[src/rtl/irq_gateway_pkg.sv]
// Shared definitions for the interrupt gateway: register map, per-source FSM
// encoding, CSR addresses and the claim priority helper.
package irq_gateway_pkg;

  // Per-source gateway state
  typedef enum logic [1:0] {
    ST_IDLE    = 2'd0,
    ST_PENDING = 2'd1,
    ST_CLAIMED = 2'd2
  } src_state_e;

  // Bus register byte offsets
  localparam logic [3:0] REG_PENDING  = 4'h0;
  localparam logic [3:0] REG_EDGE_CFG = 4'h4;
  localparam logic [3:0] REG_CLAIM    = 4'h8;
  localparam logic [3:0] REG_COMPLETE = 4'hC;

  // CSR block addresses that consume o_MEI
  localparam logic [11:0] CSR_MSTATUS = 12'h300;
  localparam logic [11:0] CSR_MIE     = 12'h304;
  localparam logic [11:0] CSR_MIP     = 12'h344;

  localparam int unsigned MAX_SRC = 32;

  // Returns (index + 1) of the lowest set bit, or 0 when no bit is set.
  function automatic logic [7:0] first_set(input logic [MAX_SRC-1:0] vec);
    first_set = '0;
    for (int unsigned i = MAX_SRC; i > 0; i--) begin
      if (vec[i-1]) first_set = 8'(i);
    end
  endfunction

endpackage

[src/rtl/irq_src_cell.sv]
// One interrupt source: synchronizer, edge detect, gateway FSM and the
// one-deep edge latch that remembers a rise seen while claimed.
module irq_src_cell
  import irq_gateway_pkg::*;
(
  input  logic clk,
  input  logic rst_n,
  input  logic src,
  input  logic edge_mode,
  input  logic claim,
  input  logic complete,
  output logic pending
);

  logic       sync_1;
  logic       sync_2;
  logic       lvl_q;
  logic       prev_q;
  logic       edge_latch;
  logic       rise;
  logic       trigger;
  src_state_e state;

  // lvl_q/prev_q are cleared by reset, so a flushed chain cannot produce a rise
  assign rise    = lvl_q & ~prev_q;
  assign trigger = edge_mode ? rise : lvl_q;

  always_ff @(posedge clk) begin
    if (!rst_n) begin
      sync_1     <= 1'b0;
      sync_2     <= 1'b0;
      lvl_q      <= 1'b0;
      prev_q     <= 1'b0;
      edge_latch <= 1'b0;
      state      <= ST_IDLE;
      pending    <= 1'b0;
    end else begin
      sync_1 <= src;
      sync_2 <= sync_1;
      lvl_q  <= sync_2;
      prev_q <= lvl_q;
      case (state)
        ST_IDLE: begin
          if (trigger) begin
            state   <= ST_PENDING;
            pending <= 1'b1;
          end
        end
        ST_PENDING: begin
          if (claim) begin
            state   <= ST_CLAIMED;
            pending <= 1'b0;
          end
        end
        ST_CLAIMED: begin
          if (complete) begin
            // a latched or coincident rise re-pends instead of going idle
            edge_latch <= 1'b0;
            if (edge_mode && (edge_latch || rise)) begin
              state   <= ST_PENDING;
              pending <= 1'b1;
            end else begin
              state   <= ST_IDLE;
              pending <= 1'b0;
            end
          end else if (edge_mode && rise) begin
            edge_latch <= 1'b1;
          end
        end
        default: begin
          state   <= ST_IDLE;
          pending <= 1'b0;
        end
      endcase
    end
  end

endmodule

[src/rtl/irq_gateway.sv]
// Interrupt gateway top: EDGE_CFG register, bus decode, claim priority and
// registered read data around N_SRC per-source cells.
module irq_gateway
  import irq_gateway_pkg::*;
#(
  parameter int unsigned N_SRC = 6
) (
  input  logic             i_CLK,
  input  logic             i_RSTn,
  input  logic [N_SRC-1:0] i_SRC,
  input  logic             i_BUS_EN,
  input  logic             i_BUS_WE,
  input  logic [3:0]       i_BUS_ADDR,
  input  logic [31:0]      i_BUS_WDATA,
  output logic [31:0]      o_BUS_RDATA,
  output logic             o_BUS_ACK,
  output logic [N_SRC-1:0] o_MEI
);

  logic [N_SRC-1:0]   edge_cfg;
  logic [N_SRC-1:0]   pending;
  logic [N_SRC-1:0]   claim_sel;
  logic [N_SRC-1:0]   complete_sel;
  logic [MAX_SRC-1:0] pending_word;
  logic [7:0]         claim_id;
  logic [31:0]        rdata_next;
  logic               rd;
  logic               wr;
  logic               claim_rd;
  logic               complete_wr;
  logic               unused_wdata;

  assign rd           = i_BUS_EN & ~i_BUS_WE;
  assign wr           = i_BUS_EN & i_BUS_WE;
  assign claim_rd     = rd && (i_BUS_ADDR == REG_CLAIM);
  assign complete_wr  = wr && (i_BUS_ADDR == REG_COMPLETE);
  assign pending_word = MAX_SRC'(pending);
  assign claim_id     = first_set(pending_word);
  assign unused_wdata = &{1'b0, i_BUS_WDATA};

  // Claim uses pre-edge pending state; IDs 0 and > N_SRC match no source
  always_comb begin
    claim_sel    = '0;
    complete_sel = '0;
    for (int unsigned k = 0; k < N_SRC; k++) begin
      claim_sel[k]    = claim_rd && (claim_id == 8'(k + 1));
      complete_sel[k] = complete_wr && (i_BUS_WDATA[7:0] == 8'(k + 1));
    end
  end

  always_comb begin
    rdata_next = '0;
    if (rd) begin
      case (i_BUS_ADDR)
        REG_PENDING:  rdata_next = 32'(pending_word);
        REG_EDGE_CFG: rdata_next = 32'(edge_cfg);
        REG_CLAIM:    rdata_next = 32'(claim_id);
        default:      rdata_next = '0;
      endcase
    end
  end

  always_ff @(posedge i_CLK) begin
    if (!i_RSTn) begin
      edge_cfg    <= '0;
      o_BUS_ACK   <= 1'b0;
      o_BUS_RDATA <= '0;
    end else begin
      o_BUS_ACK   <= i_BUS_EN;
      o_BUS_RDATA <= rdata_next;
      if (wr && (i_BUS_ADDR == REG_EDGE_CFG)) begin
        edge_cfg <= i_BUS_WDATA[N_SRC-1:0];
      end
    end
  end

  for (genvar k = 0; k < N_SRC; k++) begin : g_src
    irq_src_cell u_cell (
      .clk       (i_CLK),
      .rst_n     (i_RSTn),
      .src       (i_SRC[k]),
      .edge_mode (edge_cfg[k]),
      .claim     (claim_sel[k]),
      .complete  (complete_sel[k]),
      .pending   (pending[k])
    );
  end

  assign o_MEI = pending;

endmodule

[config.mk]
export PLATFORM = sky130hd
export DESIGN_NAME = irq_gateway
export DESIGN_NICKNAME = d
export VERILOG_FILES = /design/src/rtl/irq_gateway_pkg.sv /design/src/rtl/irq_src_cell.sv /design/src/rtl/irq_gateway.sv
export SDC_FILE = /design/constraint.sdc
export NUM_CORES = 1
export LEC_CHECK = 0
export ABC_AREA = 1
export BUFFER_PORTS_ARGS = -buffer_cell sky130_fd_sc_hd__clkbuf_2
export CORE_ASPECT_RATIO = 0.7
export CORE_MARGIN = 1.5
export CORE_UTILIZATION = 55
export DETAILED_ROUTE_END_ITERATION = 8
export PLACE_DENSITY = 0.84
export SYNTH_ARGS = -nofsm -noshare
export SYNTH_HDL_FRONTEND = slang
export SYNTH_SLANG_ARGS = --single-unit
[constraint.sdc]
create_clock -name i_CLK -period 3.5 [get_ports i_CLK]
set_input_delay 0.7 -clock i_CLK [delete_from_list [all_inputs] [get_ports i_CLK]]
set_output_delay 0.7 -clock i_CLK [all_outputs]
set_load 0.02 [all_outputs]
Yosys cells after proc, flatten, opt, wreduce, memory -nomap -nowiden. Index checks and enable logic that the tools add are counted. W data, S select, Z words.

Equality and inequality tests: 45. Muxes and demuxes: 85. Bitwise logic cells: 15. Reductions and logical operators: 59.

Operators by type and width (number): $eq A8 B3 Y1 const B (6); $mux W1 (48); $mux W2 (18); $ne A2 B1 Y1 const B (18); $pmux W2 S3 (6); $eq A8 B2 Y1 const B (4); $mux W8 (4); $logic_and A1 B1 Y1 (27); $pmux W8 S3 (1); $pmux W1 S3 (6); $reduce_and A3 Y1 (6); $eq A8 B1 Y1 const B (2); $reduce_and A2 Y1 (7); $eq A2 B1 Y1 const B (6); $eq A2 B2 Y1 const B (6); $logic_not A2 Y1 (6); $reduce_bool A2 Y1 (6); $and A1 B1 Y1 (8); $eq A4 B4 Y1 const B (2); $not A1 Y1 (7); $logic_or A1 B1 Y1 (6); $mux W3 (2); $eq A4 B3 Y1 const B (1); $logic_not A4 Y1 (1).

Register bits after elaboration: 87. Input port bits: 46. Output and inout port bits: 39. Word-level logic and storage cells: 249.

Depth between registers and ports, before layout. Gate-level depths: netlist (run 1).

Depth after elaboration: 10. Depth in mapped cells: 11. Depth with buffers taken out: 11.

Cells and area by module. A second synthesis (run 1) with hierarchy kept.

Cells, all modules: 474. Area total of the unflattened synthesis: 3191.8 µm².

Modules (own cells, without submodules): irq_src_cell (instances 6, cells an instance 51, area each 355.3 µm², seq. area each 160.2 µm²); irq_gateway (instances 1, cells an instance 168, area each 1059.8 µm², seq. area each 260.2 µm²).

Worst setup path after synthesis (run 1). Ideal clock, no wire load.

Path type: in2reg. From: input port i_BUS_WDATA[7]. To: register g_src[1].u_cell.state[0]. Setup time: 0.111 ns. Arrival time: 1.533 ns. Data required time: 3.389 ns. Slack: 1.856 ns. Cell stages on the path: 8. Path buffers: 0. Cell sequence: nor2_1 > nand2_1 > nor2_1 > nand2_2 > a21boi_4 > nand3_1 > nand3_1 > inv_1.

Word-level cells in the longest chain between the ends: 4.

Ends and longest elaborated chain: start: declaration (RTL line irq_gateway.sv:14) `input logic [31:0] i_BUS_WDATA,`; $eq A8 B2 Y1 (RTL line irq_gateway.sv:47) `complete_sel[k] = complete_wr && (i_BUS_WDATA[7:0] == 8'(k + 1));`; $logic_and A1 B1 Y1 (RTL line irq_gateway.sv:47); $ne A2 B1 Y1 (no source line); $reduce_and A3 Y1 (no source line); end signal: assignment (RTL line irq_src_cell.sv:60) `state <= ST_PENDING;`; end signal: assignment (RTL line irq_src_cell.sv:63) `state <= ST_IDLE;`; end signal: assignment (RTL line irq_src_cell.sv:71) `state <= ST_IDLE;`; end: declaration (RTL line irq_src_cell.sv:22) `src_state_e state;`.

No other way between the ends. A chain may end at the register's enable or synchronous reset.

Worst setup path in the final report (run 1).
From: input port i_BUS_ADDR[1]. To: register edge_cfg[0].

Word-level cells in the longest chain between the ends: 2.

Ends and longest elaborated chain: start: declaration (RTL line irq_gateway.sv:13) `input logic [3:0] i_BUS_ADDR,`; $eq A4 B3 Y1 (RTL line irq_gateway.sv:71) `if (wr && (i_BUS_ADDR == REG_EDGE_CFG)) begin`; $logic_and A1 B1 Y1 (RTL line irq_gateway.sv:71); end signal: assignment (RTL line irq_gateway.sv:72) `edge_cfg <= i_BUS_WDATA[N_SRC-1:0];`; end: declaration (RTL line irq_gateway.sv:20) `logic [N_SRC-1:0] edge_cfg;`.

No other way between the ends.

==> impl_metrics.env, run 1 <==
export IMPL_outcome="finished, final reports clean"
export IMPL_vias=2638
export IMPL_row_count=22
export IMPL_setup_violations=0
export IMPL_p_sw_share_pct=25.8
export IMPL_clockPowerShare_pct=42.2
export IMPL_ys_ff_latch=61
export IMPL_synth_top_family_by_area="simple AND/OR/NAND/NOR gates"
export IMPL_power_density_nw_per_um2=483
export IMPL_ant_nets=0
export IMPL_synthSimpleGateAreaFrac_pct=27.2
export IMPL_synth_cells=452
export IMPL_drt_total_wl_um=6070
export IMPL_antenna_found_initial=0
export IMPL_cts_buffer_depth=2
export IMPL_clockRootBuffer="clkbuf_8"
export IMPL_netlist_area_um2=3030
export IMPL_insertion_delay_ps=340
export IMPL_internal_power_uw=1200
export IMPL_grt_overflow_total=0
export IMPL_sequentialPowerShare_pct=45.5
export IMPL_synth_fa_ha_area_share_pct=0
export IMPL_max_cap_violations=0
export IMPL_drtIter0Drc=203
export IMPL_die_x_um=91.7
export IMPL_postCtsHoldBufs=0
export IMPL_clk_pin_slew_ps=60
export IMPL_portBuffers=34
export IMPL_startpoint_type="input pin"
export IMPL_track_usage_pct=22.8
export IMPL_ys_seq_area_share_pct=40.3
export IMPL_finalWeightedCongestion=0.882
export IMPL_p_comb_share_pct=12.3
export IMPL_fill_cells=499
export IMPL_switchingPower_uw=417
export IMPL_synth_xor_area_share_pct=0
export IMPL_synth_compound_area_share_pct=12.0
export IMPL_synth_top_area_cell="dfxtp_1"
export IMPL_min_period_over_period_pct=50.7
export IMPL_yosys_warnings=0
export IMPL_grt_pass1_vias=2393
export IMPL_cts_resized_gates=0
export IMPL_nets=531
export IMPL_core_area_um2=5290
export IMPL_remaining_drc_errors=0
export IMPL_start_util_pct=57.3
export IMPL_area_growth_pct=10.4
export IMPL_yosys_cell_types_count=30
export IMPL_cts_sinks=61
export IMPL_fin_skew_ps=5.66
export IMPL_numCtsBuffers=9
export IMPL_hold_viol_final=0
export IMPL_synthesis_area_per_instance_um2=6.70
export IMPL_critPathRequiredTime_ps=3720
export IMPL_grt_setup_unrepaired="false"
export IMPL_vdd_drop_max_mv=0.305
export IMPL_h_tree_depth=3
export IMPL_synthTopCellsByArea="dfxtp_1 40%, nand2_1 14%, inv_1 11%"
export IMPL_end_kind="flip-flop"
export IMPL_drive_above_1_share_pct=12.9
export IMPL_synth_top_cell_area_share_pct=40.3
export IMPL_antenna_cells=0
export IMPL_setup_tns_ps=0
export IMPL_fin_util_pct=63.3
export IMPL_cp_max_fo=12
export IMPL_fmaxAchievable_mhz=564
export IMPL_muxShareOfSynthArea_pct=0
export IMPL_ios=85
export IMPL_path_class="in2reg"
export IMPL_rrSetupSlack_ps=2010
export IMPL_finalCriticalPeriod_ps=1770
export IMPL_whs_ps=410
export IMPL_worstPathArrival_ps=1990
export IMPL_dr_pass1_iters=5
export IMPL_postCtsSetupBuffers=0
export IMPL_grt_start_max_net_pins=26
export IMPL_grt_pass1_wl_um=10400
export IMPL_cts_tree="built"
export IMPL_dieArea_um2=5970
export IMPL_fin_area_um2=3340
export IMPL_wire_per_inst_um=10.8
export IMPL_chipHeight_um=65.1
export IMPL_postPlaceCellArea_um2=3130
export IMPL_maxSlewViolCount=0
export IMPL_leakagePower_uw=0.00181
export IMPL_dpl_hpwl_um=4590
export IMPL_routed_via_density=4.69
export IMPL_hp_class="reg2reg"
cells in the mapped netlist (all sizes together):
master,n
a21boi,3
a21oi,26
a22oi,1
a31oi,5
buf,33
clkbuf,5
clkinv,1
conb,1
dfxtp,61
inv,93
nand2,116
nand3,24
nand4,3
nor2,54
nor3,2
nor4,1
o2111ai,4
o21ai,17
o221ai,1
o22ai,1
power by group through the flow:
stage                     clock network [uW]  logic [uW]  registers [uW]
final                                    682         199             736
after global routing                     736         228             738
after CTS                                701         198             736
after detailed placement                   0         196             752
after global placement                     0         192             751
after floorplan                            0         180             746
placed cells by master (no fill, tap or decap), types with 2 or more instances in the layout:
cell,count
a21boi_2,2
a21oi_1,24
a31oi_1,5
bufinv_16,2
clkbuf_1,3
clkbuf_2,34
clkbuf_8,10
conb_1,26
dfxtp_1,61
inv_1,92
nand2_1,112
nand2_2,4
nand3_1,24
nand4_1,3
nor2_1,50
nor2_2,2
nor2_4,2
nor3_1,2
o2111ai_1,4
o21ai_0,15
path summary, 6_finish.rpt:
| kind | from | endpoint | cells past startpoint |
|---|---|---|---|
| setup / recovery | i_BUS_ADDR[1] | edge_cfg[0] | 7 |
| hold / removal | g_src[1].u_cell.sync_1 | g_src[1].u_cell.sync_2 | 2 |
| setup reg to reg | g_src[3].u_cell.pending | g_src[2].u_cell.state[0] | 8 |
| hold reg to reg | g_src[1].u_cell.sync_1 | g_src[1].u_cell.sync_2 | 2 |
layer usage:
layer	routed length, um	share of wire [%]	track usage (%)	vias up
met5	0	0	0	-
met4	82	1.4	9.42	0
met3	392	6.5	6.94	8
met2	2810	46	37.9	70
met1	2780	46	27.8	1171
li1	-	-	-	1389
cells by family after synthesis:
| kind of cell | Yosys count |
|---|---|
| compound gates | 58 |
| buf+inv | 132 |
| flops | 61 |
| other cells | 1 |
| simple gates | 200 |
cell type report:
cell class	instances	area (um^2)	area share, %
Clock inverter	3	68.8	2.06
Sequential cell	61	1220	36.5
Timing Repair Buffer	35	178	5.31
Multi-Input combinational cell	284	1280	38.4
Clock buffer	13	149	4.45
Inverter	94	353	10.5
Tap cell	72	90.1	2.69
worst max-delay path: stages:
cell and delay, ps:
clkbuf_2 110, nor2_4 180, nand3_1 110, inv_1 180
nand2_1 310, o21ai_0 340, a21oi_1 60
sequential cells by signal, indices dropped and copies added (netlist names):
signal and count:
g_src.u_cell.state 12, o_BUS_RDATA 6, o_BUS_ACK 1, edge_cfg 6, g_src.u_cell.sync_1 6, g_src.u_cell.pending 6, g_src.u_cell.lvl_q 6, g_src.u_cell.edge_latch 6
g_src.u_cell.sync_2 6, g_src.u_cell.prev_q 6
stage by stage:
step           instances  power, uW  worst slack, ps
2_1_floorplan        477        927             1860
3_3_place_gp         546        942             1450
3_5_place_dp         546        948             1400
4_1_cts              562       1640             1770
5_1_grt              562       1700             1650
6_report             562       1620             1730
Power figures use the tool's default switching activity.
==> inputs of run 2 (changes only) <==
--- a/config.mk
+++ b/config.mk
@@ -5,13 +5,13 @@
 export SDC_FILE = /design/constraint.sdc
 export NUM_CORES = 1
 export LEC_CHECK = 0
-export ABC_AREA = 1
+export ABC_AREA = 0
 export BUFFER_PORTS_ARGS = -buffer_cell sky130_fd_sc_hd__clkbuf_2
 export CORE_ASPECT_RATIO = 0.7
 export CORE_MARGIN = 1.5
-export CORE_UTILIZATION = 55
+export CORE_UTILIZATION = 51
 export DETAILED_ROUTE_END_ITERATION = 8
-export PLACE_DENSITY = 0.84
+export PLACE_DENSITY = 0.79
 export SYNTH_ARGS = -nofsm -noshare
 export SYNTH_HDL_FRONTEND = slang
 export SYNTH_SLANG_ARGS = --single-unit
==> constraint.sdc (replaced) <==
create_clock -name i_CLK -period 1.8 [get_ports i_CLK]
set_input_delay 0.36 -clock i_CLK [delete_from_list [all_inputs] [get_ports i_CLK]]
set_output_delay 0.36 -clock i_CLK [all_outputs]
set_load 0.02 [all_outputs]
==> run 2 against run 1 <==
Sequential power is 92% higher. Sequential share of layout area is 0.67 points higher. Clock-buffer cell count is 2 lower. Die area is 1.9% higher. Utilization is 1.5 points lower. Sequential cell count stayed put. Cell area is 1.8% lower. Clock skew is 0.95 ps lower. Clock power is 88% higher. Critical endpoint is now g_src[5].u_cell.pending. Highest routed layer unchanged.
==> impl_metrics.env, run 2 <==
export IMPL_postPlaceCellArea_um2=3080
export IMPL_grt_overflow_total=0
export IMPL_grt_pass1_vias=2083
export IMPL_cp_max_fo=2
export IMPL_whs_ps=216
export IMPL_drtIter0Drc=122
export IMPL_chipHeight_um=65.7
export IMPL_portBuffers=34
export IMPL_drive_above_1_share_pct=21.1
export IMPL_area_growth_pct=14.7
export IMPL_dpl_hpwl_um=4250
export IMPL_ys_seq_area_share_pct=42.6
export IMPL_synth_top_cell_area_share_pct=42.6
export IMPL_synthesis_area_per_instance_um2=8.98
export IMPL_clk_pin_slew_ps=60
export IMPL_dieArea_um2=6080
export IMPL_row_count=22
export IMPL_drt_total_wl_um=5810
export IMPL_grt_pass1_wl_um=9600
export IMPL_synth_cells=319
export IMPL_ant_nets=0
export IMPL_dp_cells=426
export IMPL_layoutNonFillerInstCount=442
export IMPL_synthTopCellsByCount="61 x dfxtp_1, 32 x buf_4, 27 x nor2b_1"
export IMPL_met1_usage_pct=26.1
export IMPL_finalCriticalPeriod_ps=1570
export IMPL_netlist_area_um2=2860
export IMPL_grt_most_used_layer="met2"
export IMPL_rrSetupSlack_ps=340
export IMPL_critPathRequiredTime_ps=2080
export IMPL_leakagePower_uw=0.00147
export IMPL_clockRootBuffer="clkbuf_8"
export IMPL_numCtsBuffers=9
export IMPL_pre_cts_slack_ps=-124
export IMPL_nets=411
export IMPL_clockPowerShare_pct=43.2
export IMPL_final_common_cell="dfxtp_1"
export IMPL_yosys_warnings=0
export IMPL_ios=85
export IMPL_synthTopCellsByArea="dfxtp_1 43%, buf_4 8.4%, nor2b_1 5.9%"
export IMPL_core_area_um2=5310
export IMPL_p_comb_share_pct=9.1
export IMPL_hold_viol_final=0
export IMPL_p_total_uw=2970
export IMPL_synth_top_area_cell="dfxtp_1"
export IMPL_use_met2_pct=32.8
export IMPL_cts_tree="built"
export IMPL_fmaxAchievable_mhz=637
export IMPL_grt_use_met3_pct=8.68
export IMPL_vias=2264
export IMPL_track_usage_pct=21.1
export IMPL_cts_resized_gates=0
export IMPL_cts_buffer_depth=2
export IMPL_startpoint_type="input pin"
export IMPL_end_kind="flip-flop"
export IMPL_start_util_pct=53.9
export IMPL_async_reset_ff_share_pct=0
export IMPL_outcome="finished, final reports clean"
export IMPL_path_class="in2reg"
export IMPL_grt_start_max_net_pins=24
export IMPL_ys_ff_latch=61
export IMPL_h_tree_depth=3
export IMPL_internal_power_uw=2260
export IMPL_maxSlewViolCount=0
export IMPL_finalWeightedCongestion=0.799
export IMPL_yosys_cell_types_count=49
export IMPL_postCtsHoldBufs=0
export IMPL_synth_most_common_cell="dfxtp_1"
export IMPL_dr_pass1_iters=5
export IMPL_min_period_over_period_pct=87.1
export IMPL_die_x_um=92.6
export IMPL_final_cell_mix="61 x dfxtp_1, 34 x clkbuf_2, 27 x nor2b_1, 26 x nand2_1, 26 x conb_1"
export IMPL_regMostFlops="g_src.u_cell.state"
export IMPL_vdd_drop_max_mv=0.478
export IMPL_fin_skew_ps=4.70
export IMPL_grt_setup_unrepaired="false"
export IMPL_wire_per_inst_um=13.1
export IMPL_antenna_found_initial=0
export IMPL_max_cap_violations=0
export IMPL_setup_violations=0
export IMPL_cts_sinks=61
export IMPL_switchingPower_uw=705
export IMPL_antenna_cells=0
export IMPL_synth_edff_count=0
export IMPL_routed_via_density=5.12
export IMPL_insertion_delay_ps=350
export IMPL_remaining_drc_errors=0
export IMPL_worstPathArrival_ps=1850
export IMPL_power_density_nw_per_um2=904
export IMPL_finalWorstSetupSlack_ps=231
export IMPL_synth_flop_cell="dfxtp_1"
export IMPL_p_sw_share_pct=23.8
export IMPL_sequentialPowerShare_pct=47.6
export IMPL_fin_area_um2=3280
export IMPL_hp_class="in2reg"
export IMPL_largest_reg_flops=12
export IMPL_postCtsSetupBuffers=0
==> run 2: cell types whose count changed after synthesis, sizes merged, moves of 13 or more <==
cell   delta
nand3    -20
and2     +25
nor2     -40
mux2i    +13
inv      -86
nor2b    +27
nand2    -90
==> run 2: metrics by stage <==
| stage | util, % | setup TNS, ps |
|---|---|---|
| finish | 61.8 | 0 |
| CTS | 61.8 | 0 |
| global placement | 57.9 | -350 |
| global route | 61.8 | 0 |
| detailed placement | 57.9 | -419 |
| floorplan | - | 0 |
==> run 2: layer usage <==
layer	up-vias	share of wire, %
li1	1144	-
met1	1049	48
met2	63	45
met3	8	5.9
met4	0	1.5
met5	-	0
==> run 2: power by group through the flow <==
stage | registers [uW] | logic [uW] | clock network, uW
3_5_place_dp | 1440 | 269 | 0
4_1_cts | 1410 | 271 | 1320
3_3_place_gp | 1440 | 263 | 0
6_report | 1410 | 271 | 1280
2_1_floorplan | 1440 | 238 | 0
5_1_grt | 1420 | 297 | 1390
==> run 2: cell type report <==
type                    count  area [um^2]
clock buffers              11          131
flip-flops and latches     61         1220
well taps                  72         90.1
repair buffers             53          313
fillers                   485         2030
inverters                   7         26.3
clock inverters             5         75.1
multi-input cells         233         1430
==> run 2: path summary, 6_finish.rpt <==
kind,depth (start not counted),start,endpoint
worst max-delay path,6,i_BUS_WDATA[3],g_src[5].u_cell.pending
worst max register to register,4,g_src[3].u_cell.pending,g_src[5].u_cell.pending
worst min-delay path,2,i_SRC[1],g_src[1].u_cell.sync_1
worst min register to register,1,g_src[4].u_cell.sync_2,g_src[4].u_cell.lvl_q
==> run 2: cell families (layout without fill, tap and decap cells) <==
| kind of cell | count (synthesis) | count (layout) | share of synthesized area (%) |
|---|---|---|---|
| AND/OR/NAND/NOR | 129 | 129 | 26.3 |
| other | 1 | 26 | 0.131 |
| flip-flops | 61 | 61 | 42.6 |
| multiplexers | 13 | 13 | 4.54 |
| buffers and inverters | 50 | 76 | 10.8 |
| AO/OA/AOI/OAI | 65 | 65 | 15.6 |
==> run 2: worst max-delay path, cell delays in order <==
cell      delay (ps)
clkbuf_2          90
or4b_4           550
or2_1            250
o31ai_2          200
a21boi_2         210
mux2i_1          180
